## src/rtl/neuron_weight_loader.sv

```systemverilog
// Stream-fed weight/enable loader for one neuron. Words are gathered into a
// shadow bank and only copied into the active bank once a complete,
// well-formed frame has arrived and the neuron is not frozen.
//
// state   | meaning
// IDLE    | waiting for the mask word of a new frame
// LOAD    | collecting weights into the shadow bank
// DRAIN   | overlong frame, discarding words until s_last
// COMMIT  | frame complete, waiting for n_freeze low to copy shadow -> active
// ERR_END | single-word frame, report the error and return to IDLE
module neuron_weight_loader #(
  parameter int N_INPUTS = 32,
  parameter int WIDTH    = 32
) (
  input  logic                             clk,
  input  logic                             rst,
  input  logic                             s_valid,
  output logic                             s_ready,
  input  logic [WIDTH-1:0]                 s_data,
  input  logic                             s_last,
  input  logic                             n_freeze,
  output logic [N_INPUTS:0][WIDTH-1:0]     n_weights,
  output logic [N_INPUTS-1:0]              n_enabled,
  output logic                             n_busy,
  output logic                             n_load_done,
  output logic                             n_load_err
);

  localparam int FRAME_LEN = N_INPUTS + 2;
  localparam int CTR_W     = $clog2(FRAME_LEN + 1);
  localparam logic [CTR_W-1:0] LAST_IDX = CTR_W'(FRAME_LEN - 1);

  typedef enum logic [2:0] {
    S_IDLE, S_LOAD, S_DRAIN, S_COMMIT, S_ERR_END
  } state_t;

  state_t                          state_q, state_d;
  logic [CTR_W-1:0]                ctr_q, ctr_d;
  logic                            rdy_q;
  logic                            done_q, done_d;
  logic                            err_q, err_d;
  logic [N_INPUTS:0][WIDTH-1:0]    sh_w_q;
  logic [N_INPUTS-1:0]             sh_mask_q;
  logic [N_INPUTS:0][WIDTH-1:0]    act_w_q;
  logic [N_INPUTS-1:0]             act_mask_q;
  logic                            wr_mask, wr_wt, commit;
  logic                            xfer;
  logic [CTR_W-1:0]                widx;

  // rdy_q keeps s_ready low until the first edge after reset release
  assign s_ready = rdy_q && (state_q == S_IDLE || state_q == S_LOAD
                             || state_q == S_DRAIN);
  assign xfer    = s_valid && s_ready;
  assign widx    = ctr_q - CTR_W'(1);

  assign n_weights   = act_w_q;
  assign n_enabled   = act_mask_q;
  assign n_busy      = (state_q != S_IDLE);
  assign n_load_done = done_q;
  assign n_load_err  = err_q;

  // Next-state, counter and pulse decode
  always_comb begin
    state_d = state_q;
    ctr_d   = ctr_q;
    done_d  = 1'b0;
    err_d   = 1'b0;
    wr_mask = 1'b0;
    wr_wt   = 1'b0;
    commit  = 1'b0;
    case (state_q)
      S_IDLE: begin
        if (xfer) begin
          wr_mask = 1'b1;
          if (s_last) begin
            state_d = S_ERR_END;
            ctr_d   = '0;
          end else begin
            state_d = S_LOAD;
            ctr_d   = CTR_W'(1);
          end
        end
      end
      S_LOAD: begin
        if (xfer) begin
          wr_wt = 1'b1;
          if (ctr_q == LAST_IDX) begin
            ctr_d   = '0;
            state_d = s_last ? S_COMMIT : S_DRAIN;
            err_d   = !s_last;
          end else if (s_last) begin
            ctr_d   = '0;
            state_d = S_IDLE;
            err_d   = 1'b1;
          end else begin
            ctr_d = ctr_q + CTR_W'(1);
          end
        end
      end
      S_DRAIN: begin
        if (xfer && s_last) state_d = S_IDLE;
      end
      S_COMMIT: begin
        if (!n_freeze) begin
          commit  = 1'b1;
          done_d  = 1'b1;
          state_d = S_IDLE;
        end
      end
      S_ERR_END: begin
        err_d   = 1'b1;
        state_d = S_IDLE;
      end
      default: begin
        state_d = S_IDLE;
        ctr_d   = '0;
      end
    endcase
  end

  // Control registers
  always_ff @(posedge clk or posedge rst) begin
    if (rst) begin
      state_q <= S_IDLE;
      ctr_q   <= '0;
      rdy_q   <= 1'b0;
      done_q  <= 1'b0;
      err_q   <= 1'b0;
    end else begin
      state_q <= state_d;
      ctr_q   <= ctr_d;
      rdy_q   <= 1'b1;
      done_q  <= done_d;
      err_q   <= err_d;
    end
  end

  // Shadow bank capture and atomic copy to the active bank
  always_ff @(posedge clk or posedge rst) begin
    if (rst) begin
      sh_w_q     <= '0;
      sh_mask_q  <= '0;
      act_w_q    <= '0;
      act_mask_q <= '0;
    end else begin
      if (wr_mask) sh_mask_q <= s_data[N_INPUTS-1:0];
      if (wr_wt)   sh_w_q[widx] <= s_data;
      if (commit) begin
        act_w_q    <= sh_w_q;
        act_mask_q <= sh_mask_q;
      end
    end
  end

endmodule

```

## config.mk

```make
export PLATFORM = sky130hd
export DESIGN_NAME = neuron_weight_loader
export DESIGN_NICKNAME = d
export VERILOG_FILES = /design/src/rtl/neuron_weight_loader.sv
export SDC_FILE = /design/constraint.sdc
export NUM_CORES = 2
export LEC_CHECK = 0
export CORE_AREA = 2 2 443 445
export DETAILED_ROUTE_END_ITERATION = 12
export DIE_AREA = 0 0 445 447
export SYNTH_ARGS = -nofsm -noshare
export SYNTH_HDL_FRONTEND = slang
export SYNTH_SLANG_ARGS = --single-unit
```

## constraint.sdc

```tcl
create_clock -name clk -period 80.7 [get_ports clk]
set_clock_uncertainty 0.05 [all_clocks]
set_input_delay 12.105 -clock clk [delete_from_list [all_inputs] [get_ports clk]]
set_output_delay 12.105 -clock clk [all_outputs]
set_load 0.05 [all_outputs]
```

==> impl_metrics.json <==
{
  "status": "finished clean",
  "area_growth_syn_to_layout_pct": 25.6,
  "synthFlopType": "dfrtp_1",
  "synth_xor_area_share_pct": 0.0715,
  "fillers": 16000,
  "cts_hold_buf": 0,
  "path_max_fanout": 172,
  "ir_worst_vdd_uv": 20.7,
  "cts_buffer_depth": 3,
  "setup_tns_ns": 0,
  "io_pins": 1129,
  "grt_max_degree": 187,
  "wl_per_cell_microns": 29.0,
  "ys_types": 55,
  "met1_length_microns": 100000,
  "dieArea_sq_mm": 0.199,
  "synth-seq-cells": 2188,
  "yosys-top-cells-area": "dfrtp_1, mux2_2, mux2_1, mux2_4, buf_2",
  "initial_core_util_pct": 42.4,
  "cts_sinks": 2188,
  "drv_cap": 0,
  "synthArstFlopShare_pct": 100,
  "htreeDepth": 4,
  "setup_violations": 0,
  "max_slew.worst_pin.slew_ns": 1.19,
  "post_cts_buffers": 0,
  "yosys.area_share.adder_pct": 0.0608,
  "yosysSeqAreaShare_pct": 66.5,
  "yosys.area_share.simple_pct": 0.877,
  "p_total_mw": 2.30,
  "reg2reg_from": "state_q[0]",
  "grt_use_total_pct": 25.0,
  "grt_antenna_before_repair": 29,
  "r2r_cells": 6,
  "holdPathStages": 1,
  "place_congestion": 0.799,
  "port_buffers": 1128,
  "hp-class": "reg -> reg",
  "grt_setup_unrepaired": "no",
  "cts.repair.resized": 0,
  "worstSkewPairLatency_ns": 0.88,
  "min_from": "sh_w_q[397]",
  "muxShareOfSynthArea_pct": 30.1,
  "synth_top_area_share_pct": 66.5,
  "synth_nets": 4870,
  "cts_made_buffers": 225,
  "die_height_microns": 447,
  "via_count": 45800,
  "rows": 162,
  "cp.arrival_ns": 18.17,
  "crit_required_ns": 81.48,
  "met3WireLength_microns": 15800,
  "path_clk_slew_ns": 0.06,
  "yosys_warnings": 0,
  "r2r-end": "n_weights[980]",
  "fin_nets": 5987,
  "endpoint_kind": "async pin",
  "finalCritPeriodShare_pct": 21.6,
  "leakagePower_nw": 50.9,
  "synth_top_cell_by_area": "dfrtp_1",
  "grt_pass1_wl_microns": 354000,
  "synth_top_family_by_area": "multiplexers",
  "synth_compound_area_share_pct": 0.266,
  "cp-start-kind": "primary input",
  "grt_overflow": 0,
  "dr_wl_met2_microns": 122000,
  "clockRootBuffer": "clkbuf_16",
  "cts_tree": "built",
  "final_cell_mix": "dfrtp_1, mux2_2, clkdlybuf4s50_1",
  "firstDrtPassIters": 5,
  "core_area_sq_mm": 0.194,
  "grt_pass1_vias": 47100,
  "highest_layer": "met4",
  "layout_commonest_cell": "dfrtp_1",
  "holdPathEnd": "n_weights[397]",
  "drc_errors": 0,
  "dp_hpwl_microns": 158000,
  "synth_edf_count": 0,
  "ant_nets": 0,
  "drtIter0Drc": 2841,
  "syn_avg_cell_area_sq_um": 17.0,
  "viasPerCell": 5.27,
  "min_period_ns": 17.39,
  "critical_path_class": "in -> async",
  "die_x_microns": 445,
  "drv_slew": 0,
  "hold_violations": 0,
  "p_per_area_mw_per_mm2": 22.3,
  "wirelength_microns": 252000,
  "rrSetupSlack_ns": 76.41,
  "fmax_ghz": 0.0575,
  "syn_inst": 4829,
  "relSlewSlack_pct": 19.9,
  "syn_area_sq_mm": 0.0823,
  "drive_gt1_share_pct": 41.6
}
-- state kept, by name, summed over array words and instances, names as in the netlist --
name,cells
n_load_err,1
rdy_q,1
sh_mask_q,32
n_load_done,1
ctr_q,6
sh_w_q,1056
n_enabled,32
n_weights,1056
state_q,3
-- final cells by class --
type / instances / area (sq um) / share of cell area [%]
Antenna cell: 10 / 25.0 / 0.0242
Multi-Input combinational cell: 2295 / 25900 / 25.0
Inverter: 9 / 41.3 / 0.0400
Sequential cell: 2188 / 54800 / 53.0
Clock buffer: 342 / 6700 / 6.49
Timing Repair Buffer: 1227 / 12000 / 11.6
Tap cell: 2542 / 3180 / 3.08
Clock inverter: 70 / 810 / 0.783
-- per-layer routing --
| layer | up-vias | global-route usage (%) |
|---|---|---|
| met5 | - | 0 |
| met4 | 0 | 12.3 |
| met3 | 394 | 5.13 |
| met2 | 1315 | 41.2 |
| met1 | 24800 | 31.4 |
| li1 | 19300 | - |
-- critical path: stages --
cell and delay [ns]:
clkdlybuf4s50_1 0.49, inv_8 0.49, buf_12 0.52, buf_4 0.87
buf_4 0.79, buf_4 0.71, buf_4 0.73, buf_4 0.84
-- Yosys cell counts, types with 8 or more instances --
library cell and instances:
nor3_1 8, clkbuf_1 133, nand4_1 11, mux2_2 1967
dfrtp_1 2188, buf_4 17, nand4_4 8, mux2_1 149
buf_2 172, mux2_4 60, buf_6 9, inv_1 9
-- power breakdown --
| part | leakage (nW) | switching, mW | total (mW) | internal (mW) |
|---|---|---|---|---|
| registers | 30.4 | 0.0205 | 1.16 | 1.14 |
| clock network | 3.70 | 0.440 | 1.04 | 0.599 |
| logic | 16.8 | 0.0637 | 0.102 | 0.0379 |
| total | 50.9 | 0.524 | 2.30 | 1.78 |
-- how the worst max path moves through the flow --
stage	start	to	slack (ns)	cells past startpoint
after floorplan	rst	ctr_q[0]	6.73	1
after global placement	rst	sh_w_q[509]	62.26	8
after detailed placement	rst	sh_w_q[505]	62.10	8
after CTS	rst	sh_mask_q[26]	63.06	8
after global routing	rst	sh_w_q[460]	62.36	8
final	rst	sh_mask_q[26]	63.31	8
-- cells by family (layout without fill, tap and decap cells) --
family,Yosys count,in the layout
compound gates,29,29
xor+xnor,5,5
fa+ha+maj,4,4
buf+inv,346,1648
flops,2188,2188
mux,2176,2176
other cells,1,11
simple gates,80,80
-- through the flow --
step | utilization (%) | setup WS (ns) | cells | hold WS (ns) | cell area [sq um]
6_report | 53.2 | 63.31 | 8683 | 0.409 | 103000
5_1_grt | 53.2 | 62.36 | 8675 | 0.422 | 103000
4_1_cts | 53.2 | 63.06 | 8673 | 0.401 | 103000
3_5_place_dp | 49.3 | 62.10 | 8261 | 0.419 | 95800
3_3_place_gp | 49.3 | 62.26 | 8261 | 0.412 | 95800
2_1_floorplan | - | 6.73 | 4829 | 0.402 | 82300
Note: power is estimated with default switching activity, not from simulation.
